==> src/rtl/load_store_unit.sv <==
// RV32I memory stage: validates, issues and completes one load/store per instruction over a req/ack bus.
// Optional access timeout enabled by defining LSU_TIMEOUT_EN.
module load_store_unit #(
    parameter int DATA_WIDTH     = 32,
    parameter int TIMEOUT_CYCLES = 16
) (
    input  logic                    clk,
    input  logic                    rst,
    input  logic                    MemRead,
    input  logic                    MemWrite,
    input  logic [2:0]              Funct3,
    input  logic [DATA_WIDTH-1:0]   ALUResult,
    input  logic [DATA_WIDTH-1:0]   WriteData,
    input  logic                    Flush,
    output logic                    MemReq,
    output logic                    MemWe,
    output logic [DATA_WIDTH-1:0]   MemAddr,
    output logic [DATA_WIDTH-1:0]   MemWData,
    output logic [3:0]              MemByteEn,
    input  logic [DATA_WIDTH-1:0]   MemRData,
    input  logic                    MemAck,
    output logic [DATA_WIDTH-1:0]   ReadData,
    output logic                    LoadDone,
    output logic                    Stall,
    output logic                    AccessFault
);

    typedef enum logic [1:0] {
        S_IDLE   = 2'd0,
        S_ACCESS = 2'd1,
        S_DONE   = 2'd2
    } state_t;

    function automatic logic f_legal(input logic rd, input logic wr,
                                     input logic [2:0] f3, input logic [1:0] off);
        logic ok;
        ok = 1'b0;
        if (rd && wr) begin
            ok = 1'b0;
        end else begin
            case (f3)
                3'b000:  ok = 1'b1;
                3'b001:  ok = (off[0] == 1'b0);
                3'b010:  ok = (off == 2'b00);
                3'b100:  ok = rd;
                3'b101:  ok = rd && (off[0] == 1'b0);
                default: ok = 1'b0;
            endcase
        end
        return ok;
    endfunction

    function automatic logic [3:0] f_byte_en(input logic [2:0] f3, input logic [1:0] off);
        logic [3:0] be;
        case (f3[1:0])
            2'b00:   be = 4'b0001 << off;
            2'b01:   be = 4'b0011 << off;
            default: be = 4'b1111;
        endcase
        return be;
    endfunction

    function automatic logic [31:0] f_wdata(input logic [2:0] f3, input logic [1:0] off,
                                            input logic [31:0] wd);
        logic [31:0] d;
        if (f3[1:0] == 2'b10) begin
            d = wd;
        end else begin
            d = wd << {off, 3'b000};
        end
        return d;
    endfunction

    function automatic logic [31:0] f_extend(input logic [2:0] f3, input logic [1:0] off,
                                             input logic [31:0] rdata);
        logic [31:0] lane;
        logic [31:0] res;
        lane = rdata >> {off, 3'b000};
        case (f3)
            3'b000:  res = {{24{lane[7]}}, lane[7:0]};
            3'b001:  res = {{16{lane[15]}}, lane[15:0]};
            3'b100:  res = {24'h000000, lane[7:0]};
            3'b101:  res = {16'h0000, lane[15:0]};
            default: res = rdata;
        endcase
        return res;
    endfunction

    state_t      r_state, w_next;
    logic        w_start, w_fault, w_ack_done, w_timeout, w_timeout_hit, w_legal;
    logic        r_mem_req, r_mem_we, r_load_done, r_fault, r_is_load, r_discard;
    logic [31:0] r_mem_addr, r_mem_wdata, r_read_data;
    logic [3:0]  r_byte_en;
    logic [2:0]  r_f3;
    logic [1:0]  r_off;

    assign w_legal = f_legal(MemRead, MemWrite, Funct3, ALUResult[1:0]);

`ifdef LSU_TIMEOUT_EN
    localparam int CNT_W = $clog2(TIMEOUT_CYCLES + 1);
    logic [CNT_W-1:0] r_cnt;

    // Counts ACCESS cycles since the request was issued.
    always_ff @(posedge clk or posedge rst) begin
        if (rst) begin
            r_cnt <= '0;
        end else if (w_start) begin
            r_cnt <= '0;
        end else if (r_state == S_ACCESS) begin
            r_cnt <= r_cnt + CNT_W'(1);
        end else begin
            r_cnt <= r_cnt;
        end
    end

    assign w_timeout_hit = (r_cnt == CNT_W'(TIMEOUT_CYCLES - 1));
`else
    assign w_timeout_hit = (TIMEOUT_CYCLES < 0);
`endif

    // Next-state and control decode.
    always_comb begin
        w_next     = r_state;
        w_start    = 1'b0;
        w_fault    = 1'b0;
        w_ack_done = 1'b0;
        w_timeout  = 1'b0;
        case (r_state)
            S_IDLE: begin
                if ((MemRead || MemWrite) && !Flush) begin
                    if (w_legal) begin
                        w_start = 1'b1;
                        w_next  = S_ACCESS;
                    end else begin
                        w_fault = 1'b1;
                    end
                end else begin
                    w_next = S_IDLE;
                end
            end
            S_ACCESS: begin
                if (MemAck) begin
                    w_ack_done = 1'b1;
                    w_next     = S_DONE;
                end else if (w_timeout_hit) begin
                    w_timeout = 1'b1;
                    w_next    = S_DONE;
                end else begin
                    w_next = S_ACCESS;
                end
            end
            S_DONE:  w_next = S_IDLE;
            default: w_next = S_IDLE;
        endcase
    end

    // Stall covers the start cycle combinationally so upstream freezes immediately.
    assign Stall = w_start || (r_state == S_ACCESS);

    // State, bus request fields and load result.
    always_ff @(posedge clk or posedge rst) begin
        if (rst) begin
            r_state     <= S_IDLE;
            r_mem_req   <= 1'b0;
            r_mem_we    <= 1'b0;
            r_mem_addr  <= 32'h0;
            r_mem_wdata <= 32'h0;
            r_byte_en   <= 4'h0;
            r_read_data <= 32'h0;
            r_load_done <= 1'b0;
            r_fault     <= 1'b0;
            r_is_load   <= 1'b0;
            r_discard   <= 1'b0;
            r_f3        <= 3'b000;
            r_off       <= 2'b00;
        end else begin
            r_state     <= w_next;
            r_load_done <= 1'b0;
            r_fault     <= w_fault || w_timeout;
            if (w_start) begin
                r_mem_req   <= 1'b1;
                r_mem_we    <= MemWrite;
                r_mem_addr  <= {ALUResult[31:2], 2'b00};
                r_byte_en   <= f_byte_en(Funct3, ALUResult[1:0]);
                r_mem_wdata <= f_wdata(Funct3, ALUResult[1:0], WriteData);
                r_f3        <= Funct3;
                r_off       <= ALUResult[1:0];
                r_is_load   <= MemRead;
                r_discard   <= 1'b0;
            end else if (r_state == S_ACCESS && Flush) begin
                r_discard <= 1'b1;
            end else begin
                r_discard <= r_discard;
            end
            if (w_ack_done || w_timeout) begin
                r_mem_req <= 1'b0;
                r_mem_we  <= 1'b0;
            end
            // A flush arriving in the ack cycle still discards the result.
            if (w_ack_done && r_is_load && !r_discard && !Flush) begin
                r_read_data <= f_extend(r_f3, r_off, MemRData);
                r_load_done <= 1'b1;
            end
        end
    end

    assign MemReq      = r_mem_req;
    assign MemWe       = r_mem_we;
    assign MemAddr     = r_mem_addr;
    assign MemWData    = r_mem_wdata;
    assign MemByteEn   = r_byte_en;
    assign ReadData    = r_read_data;
    assign LoadDone    = r_load_done;
    assign AccessFault = r_fault;

endmodule

==> config.mk <==
export PLATFORM = sky130hd
export DESIGN_NAME = load_store_unit
export DESIGN_NICKNAME = d
export VERILOG_FILES = /design/src/rtl/load_store_unit.sv
export SDC_FILE = /design/constraint.sdc
export NUM_CORES = 1
export LEC_CHECK = 0
export ABC_AREA = 0
export CORE_MARGIN = 2
export CORE_UTILIZATION = 49
export CTS_BUF_LIST = sky130_fd_sc_hd__clkbuf_8
export DETAILED_ROUTE_END_ITERATION = 10
export GPL_TIMING_DRIVEN = 0
export HOLD_SLACK_MARGIN = 0.03
export PLACE_DENSITY = 0.88
export SKIP_CTS_REPAIR_TIMING = 1
export SYNTH_ARGS = -nofsm -noshare
export SYNTH_HDL_FRONTEND = slang
export SYNTH_SLANG_ARGS = --single-unit
==> constraint.sdc <==
create_clock -name clk -period 10.4 [get_ports clk]
set_input_delay 2.08 -clock clk [delete_from_list [all_inputs] [get_ports clk]]
set_output_delay 2.08 -clock clk [all_outputs]
set_load 0.01 [all_outputs]
======== After elaboration in Yosys (flattened, before gate mapping) ========
Index checks and enable logic that the tools add are counted.
storage, ports and cells
  bits in registers ....................... 111
  input port bits ......................... 105
  word-level logic and storage cells ...... 71
cells by class
  bitwise operators ....................... 1
  multiplexer cells ....................... 24
  shift-type cells ........................ 4
  reductions and logical operators ........ 18
  equality and inequality tests ........... 11
operators by type and width
  kind                                             number
  case mux 32 bit (4 select lines)                 1
  2-to-1 mux 32 bit                                1
  << shifter 32 x 5 -> 32 bit                      1
  >> shifter 32 x 5 -> 16 bit                      1
  2-to-1 mux 1 bit                                 16
  == test 3 bit, second input constant             4
  case mux 4 bit (2 select lines)                  1
  logical AND 1 bit                                7
  == test 3 x 1 -> 1 bit, second input constant    2
  zero test 2 bit                                  3
  zero test 3 bit                                  2
  2-to-1 mux 2 bit                                 3
  case mux 1 bit (5 select lines)                  1
  == test 2 x 1 -> 1 bit, second input constant    2
  case mux 2 bit (2 select lines)                  1
  nonzero test 2 bit                               2
  << shifter 1 x 2 -> 4 bit, first input constant  1
  << shifter 2 x 2 -> 4 bit, first input constant  1
  == test 3 x 2 -> 1 bit, second input constant    1
  inequality test 3 bit, second input constant     1
  == test 2 bit, second input constant             1
  zero test 1 bit                                  2
  logical OR 1 bit                                 2
  inverter 1 bit                                   1

======== Longest topological paths before layout ========
Gate-level depths: netlist of the first run.
  depth after elaboration ................. 9
  mapped depth ............................ 7
  depth with buffers taken out ............ 5

======== Worst setup path after synthesis of the first run ========
No wires, ideal clock.
  path kind ............................... input to output
  start point ............................. input ALUResult[0]
  end point ............................... output Stall
  stages .................................. 7
  path slack .............................. 5.000 ns
  data required time ...................... 8.320 ns
  data arrival time ....................... 3.320 ns
  path buffers ............................ 3
  path through ............................ or3_1 > a221oi_2 > nand2b_1 > buf_2 > buf_6 > buf_2 > nand2_1
between the ends
  cells in the longest elaborated chain, start to end .. 8
  elaborated cells on any way between the ends .. 9
  those cells by class .................... 5 x mux; 1 x bitwise; 3 x reduce/logical
RTL lines
  element                              RTL line  RTL
  start: declaration                   12        input logic [DATA_WIDTH-1:0] ALUResult,
  inverter 1 bit                       43, 46
  logical AND 1 bit                    46        3'b101: ok = rd && (off[0] == 1'b0);
  case mux 1 bit (5 select lines) (*)  41        case (f3)
  2-to-1 mux 1 bit (*)                 38        if (rd && wr) begin
  2-to-1 mux 1 bit (*)                 131       if (w_legal) begin
  2-to-1 mux 1 bit (*)                 130       if ((MemRead || MemWrite) && !Flush) begin
  2-to-1 mux 1 bit (*)                 128       case (r_state)
  logical OR 1 bit (*)                 158       assign Stall = w_start || (r_state == S_ACCESS);
  end: declaration                     24        output logic Stall,
Every way passes the cells marked *; elsewhere a longest branch is shown, timed or not.

======== Final worst setup path of the first run ========
  start point ............................. input Funct3[0]
  end point ............................... output Stall
between the ends
  cells in the longest elaborated chain, start to end .. 7
  elaborated cells on any way between the ends .. 11
  those cells by class .................... 4 x eq/ne; 5 x mux; 2 x reduce/logical
RTL lines
  element                                RTL line  RTL
  start: declaration                     11        input logic [2:0] Funct3,
  == test 3 bit (tied with other cells)  41
  case mux 1 bit (5 select lines) (*)    41
  2-to-1 mux 1 bit (*)                   38
  2-to-1 mux 1 bit (*)                   131
  2-to-1 mux 1 bit (*)                   130
  2-to-1 mux 1 bit (*)                   128
  logical OR 1 bit (*)                   158
Marks and branches as above.

==> impl_metrics.csv, run 1 <==
group,metric,value,unit
placed_design,pre_cts_slack,3.74,ns
die,initial_core_util,50.6,%
die,die_w,110,um
die,fp.dieArea,12200,um2
synth,synthFlopType,"dfrtp_1",
global_routing,grt_max_degree,60,
global_routing,grt_overflow,0,
layout,fin_nets,873,
critical_path,slowest_stage,"clkdlybuf4s50_1",
sta,finalHoldViolCount,0,
route,wl_per_cell,19.0,um
clock_network,cts_sinks,111,
critical_path,path_cells,"clkdlybuf4s50_1, or3_1, a221oi_2, nand2b_1, buf_2, buf_6, buf_2, nand2_1, clkdlybuf4s50_1",
route,final_antenna_net_count,0,
synth,synth_edf_count,0,
die,ioPinCount,210,
critical_path,critPathRequiredTime,8.32,ns
die,core.rowCount,38,
pwr,ir_drop,0.000147,V
synth,async_flop_share,100,%
clock_network,path_clk_slew,0.09,ns
route,drt_first_pass_iters,6,
sta,period_share,64.1,%
critical_path,critPathMaxFanout,10,
placed_design,gp_congestion,0.917,
synth,ys_ff_latch,111,
global_routing,grt_usage,28.7,%
pwr,cellPowerDensity,199,nW/um2
sta,maxSlewViolCount,0,
flow_run,maxCapViolations,0,
placed_design,portBuffers,207,
synth,ys_types,37,
critical_path,path_class,"primary input to primary output",
critical_path,critPathMaxStageDelay,0.56,ns
critical_path,reg2reg_from,"r_state[1]",
synth,synth_area_leader_cell,"dfrtp_1",
run_status,status,"complete, no violations",
critical_path,critPathLaunchType,"primary input",
sta,finalSetupViolations,0,
critical_path,ff2ff_path_depth,7,
layout,area_growth,44.8,%
synth,synth_commonest_cells,"dfrtp_1, nand2_1, mux2_2",
sta,skew,0.0130,ns
min_path,holdPathStages,2,
placed_design,dp_hpwl,13.0,mm
min_path,hold_path.class,"flop to flop",
layout,fin_util,73.3,%
synth,syn-cell-area,5540,um2
layout,num_antenna_cells,0,
clock_network,htreeDepth,3,
route,drtIter0Drc,401,
critical_path,reg2reg_to,"ReadData[17]",
synth,synthTopCellsByArea,"dfrtp_1, mux2_2, nand2_1",
critical_path,critPathArrivalTime,4.59,ns
sta,slew_headroom,53.8,%
synth,syn_inst,548,
die,fp.coreArea,10900,um2
critical_path,crit_path_end_kind,"primary output",
global_routing,antenna_found_initial,0,
synth,ys_seq_area_share,50.2,%
min_path,min_from,"ReadData[6]",
sta,worst_pin_slew,0.692,ns
sta,holdWs,0.493,ns
sta,period_needed,6.67,ns
clock_network,cts_tree,"built",
synth,avgSynthCellArea,10.1,um2
global_routing,grt_pass1_wl,26.6,mm
layout,fin_area,8010,um2
global_routing,grt_pass1_vias,5366,
clock_network,cts_buffers,9,
clock_network,cts_buffer_depth,2,
synth,yosys.cell_count.top_type,"dfrtp_1",
route,wl,17.3,mm
sta,setup_tns,0,ns
synth,synth_top_area_share,50.2,%
critical_path,regToRegSetupSlack,8.05,ns
clock_network,cts_root_buf,"clkbuf_8",
route,vias_per_cell,5.70,
placed_design,placedInstanceArea,7820,um2
route,routed-via-count,5199,
sta,max_freq,150,MHz
min_path,holdPathEnd,"ReadData[6]",
route,drc,0,
clock_network,insertion_delay,0.37,ns
pwr,power_leakage,0.00359,uW
sta,rsz0062_at_grt,"false",
synth,ys_warn_count,0,
layout,drive_above_1_share,11.0,%
sta,layout_setup_ws,3.73,ns
die,chipHeight,110,um
==> area by class of cell <==
| class | count | area [um2] |
|---|---|---|
| Fill cell | 784 | 2920 |
| Sequential cell | 111 | 2780 |
| Multi-Input combinational cell | 374 | 2490 |
| Timing Repair Buffer | 208 | 2100 |
| Buffer | 41 | 186 |
| Tap cell | 140 | 175 |
| Clock buffer | 11 | 151 |
| Inverter | 23 | 88.8 |
| Clock inverter | 4 | 46.3 |
==> metrics by stage <==
stage / cells / total power (uW)
after global routing: 912 / 1680
after detailed placement: 897 / 1330
after CTS: 912 / 1600
final: 912 / 1600
after floorplan: 549 / 938
after global placement: 896 / 1310
==> sequential cells by signal (all words and copies together) (netlist names) <==
name and flops:
r_discard 1, r_f3 3, r_off 2, MemAddr 30
MemByteEn 4, ReadData 32, MemWData 32, MemReq 1
LoadDone 1, r_is_load 1, AccessFault 1, r_state 2
MemWe 1
==> worst max path at each step <==
stage	from	to	slack (ns)	cells after the start
6_report	Funct3[0]	Stall	3.73	9
5_1_grt	Funct3[0]	Stall	3.59	9
4_1_cts	Funct3[0]	Stall	3.73	9
3_5_place_dp	Funct3[0]	Stall	3.74	9
3_3_place_gp	Funct3[0]	Stall	3.77	9
2_1_floorplan	ALUResult[0]	Stall	5.00	7
==> routing by layer <==
metal / global-route usage [%] / routed length, um
met5: 0 / 0
met4: 11.0 / 531
met3: 9.64 / 2220
met2: 47.3 / 8160
met1: 34.8 / 6440
==> critical path, delay by kind of cell <==
kind,cells,cell delay [ns]
AOI/OAI and AO/OA,1,0.26
buffers and inverters,5,1.63
and+or+nand+nor,3,0.60
==> kinds of logic after synthesis <==
logic type	after synthesis	share of synthesized area [%]
and+or+nand+nor	189	16.8
buffers and inverters	64	4.93
DFF	111	50.2
muxes	82	16.6
AOI/OAI and AO/OA	101	11.4
other	1	0.0677
==> power breakdown <==
part	switching [uW]	total, uW	internal [uW]
clock network	145	268	123
logic	295	679	383
registers	82.9	652	569
total	523	1600	1080
==> cells in the final DEF (no fill, tap or decap), drive strengths merged <==
master         netlist  routed
clkdlybuf4s50        0     207
dfrtp              111     111
nand2               73      73
mux2                55      55
nand3               42      42
o21ai               42      42
clkbuf              27      38
mux2i               27      27
inv                 23      26
nor2b               21      21
nor2                17      17
nand2b              16      16
a31oi               16      16
buf                 14      15
a21oi               10      10
nand4b               9       9
o221ai               8       8
a22oi                8       8
o211ai               8       8
and2                 7       7
o21a                 2       2
conb                 1       2
nor3                 1       1
or3                  1       1
a22o                 1       1
a221oi               1       1
o21bai               1       1
a211o                1       1
and3b                1       1
or2                  1       1
o22ai                1       1
a211oi               1       1
o2111ai              1       1
bufinv               0       1
Power figures use the tool's default switching activity.
==> run 2: changes to the inputs <==
Settings changed: CORE_UTILIZATION 49 to 41, PLACE_DENSITY 0.88 to 0.78.
Clock period 10.4 ns to 6 ns, I/O delays scaled along.
==> run 2 against run 1 <==
Critical path depth is the same. Via count shrank 0.79%. Register-to-register slack lost 4.3 ns. Sequential share of layout area shrank 0.22 points. Clock skew shrank 0.0021 ns. Total power grew 74%. Worst setup slack lost 2.6 ns. Utilization shrank 12 points. Combinational power grew 72%. Non-clock buffer count is the same.
==> impl_metrics.csv, run 2 (synthesized netlist as in run 1, its figures left out) <==
group,metric,value,unit
die,chipHeight,120,um
layout,final_common_cell,"clkdlybuf4s50_1",
clock_network,htreeDepth,3,
layout,fin_nets,873,
die,fp.coreArea,13200,um2
sta,period_share,81.1,%
clock_network,path_clk_slew,0.10,ns
pwr,power_leakage,0.00358,uW
route,final_antenna_net_count,0,
clock_network,insertion_delay,0.39,ns
sta,holdWs,0.496,ns
route,drt_first_pass_iters,7,
critical_path,critPathRequiredTime,4.80,ns
sta,finalHoldViolCount,0,
sta,worst_pin_slew,0.714,ns
critical_path,path_class,"primary input to primary output",
sta,setup_tns,0,ns
route,drc,0,
route,routed-via-count,5158,
layout,drive_above_1_share,11.3,%
clock_network,cts_buffers,9,
sta,finalSetupViolations,0,
layout,instances_no_fill,948,
pwr,cellPowerDensity,344,nW/um2
sta,skew,0.0109,ns
sta,period_needed,4.87,ns
route,wl,17.3,mm
global_routing,grt_usage,23.9,%
placed_design,dp_hpwl,13.0,mm
critical_path,critPathArrivalTime,3.67,ns
clock_network,cts_root_buf,"clkbuf_8",
global_routing,grt_pass1_wl,27.0,mm
sta,slew_headroom,52.4,%
critical_path,critPathLaunchType,"primary input",
critical_path,crit_path_end_kind,"primary output",
layout,layout_common_cells,"clkdlybuf4s50_1, dfrtp_1, nand2_1",
die,die_w,120,um
clock_network,cts_sinks,111,
route,vias_per_cell,5.44,
global_routing,grt_overflow,0,
pwr,finalPower,2770,uW
die,initial_core_util,42.0,%
die,core.rowCount,42,
run_status,status,"complete, no violations",
pwr,ir_drop,0.000179,V
global_routing,grt_pass1_vias,5343,
min_path,hold_path.class,"flop to flop",
placed_design,dp_cells,933,
clock_network,cts_tree,"built",
sta,rsz0062_at_grt,"false",
layout,fillers,1090,
sta,maxSlewViolCount,0,
layout,area_growth,45.7,%
sta,max_freq,206,MHz
die,fp.dieArea,14400,um2
clock_network,cts_buffer_depth,2,
placed_design,portBuffers,207,
route,wl_per_cell,18.3,um
layout,num_antenna_cells,0,
route,drtIter0Drc,451,
global_routing,antenna_found_initial,0,
global_routing,grt_max_degree,57,
die,ioPinCount,210,
flow_run,maxCapViolations,0,
critical_path,critPathMaxFanout,10,
placed_design,gp_congestion,0.893,
==> run 2: cell types whose count changed in the layout (fill, tap and decap cells not counted), sizes merged <==
cell,delta
clkinv,+1
inv,-1
clkinvlp,+1
clkbuf,-1
==> run 2: area by class of cell <==
| class | instances | area, um2 | area share (%) |
|---|---|---|---|
| Clock buffer | 10 | 138 | 1.71 |
| Clock inverter | 5 | 66.3 | 0.822 |
| Buffer | 41 | 186 | 2.31 |
| Multi-Input combinational cell | 374 | 2490 | 30.9 |
| Sequential cell | 111 | 2780 | 34.4 |
| Timing Repair Buffer | 208 | 2100 | 26.0 |
| Inverter | 23 | 88.8 | 1.10 |
| Tap cell | 176 | 220 | 2.73 |
==> run 2: worst max-delay path, cell delays in order <==
cell and delay, ns:
clkdlybuf4s50_1 0.54, or3_1 0.42, a221oi_2 0.26, nand2b_1 0.10, buf_2 0.17, buf_6 0.15, buf_2 0.21, nand2_1 0.09
clkdlybuf4s50_1 0.53
==> run 2: report_power, final <==
part | leakage [uW] | switching, uW | internal (uW)
Clock | 0.000101 | 271 | 208
Combinational | 0.00209 | 506 | 665
Sequential | 0.00139 | 139 | 986
Total | 0.00358 | 916 | 1860
==> run 2: metrics by stage <==
stage                     area (um2)  utilization, %  worst slack [ns]
after floorplan                 5540               -              1.87
after global placement          7830            59.4             0.315
after detailed placement        7860            59.6              1.12
after CTS                       8070            61.1              1.10
after global routing            8070            61.1              1.00
final                           8070            61.1              1.13
==> run 2: final timing paths <==
kind                             start            to  slack (ns)  cells after the start
min in group asynchronous          rst   MemAddr[25]        1.26                      2
max                          Funct3[0]         Stall        1.13                      9
max in group asynchronous          rst    r_state[0]        4.03                      3
min reg2reg                ReadData[6]   ReadData[6]        0.50                      2
max reg2reg                 r_state[1]  ReadData[17]        3.74                      7
min                        ReadData[6]   ReadData[6]        0.50                      2
==> run 2: routing by layer <==
layer	global-route usage [%]	share of wire (%)	vias to the layer above	routed length (um)
li1	-	-	2341	-
met1	28.9	39	2442	6850
met2	40.3	48	323	8370
met3	6.32	9.4	52	1640
met4	10.4	2.8	0	491
met5	0	0	-	0
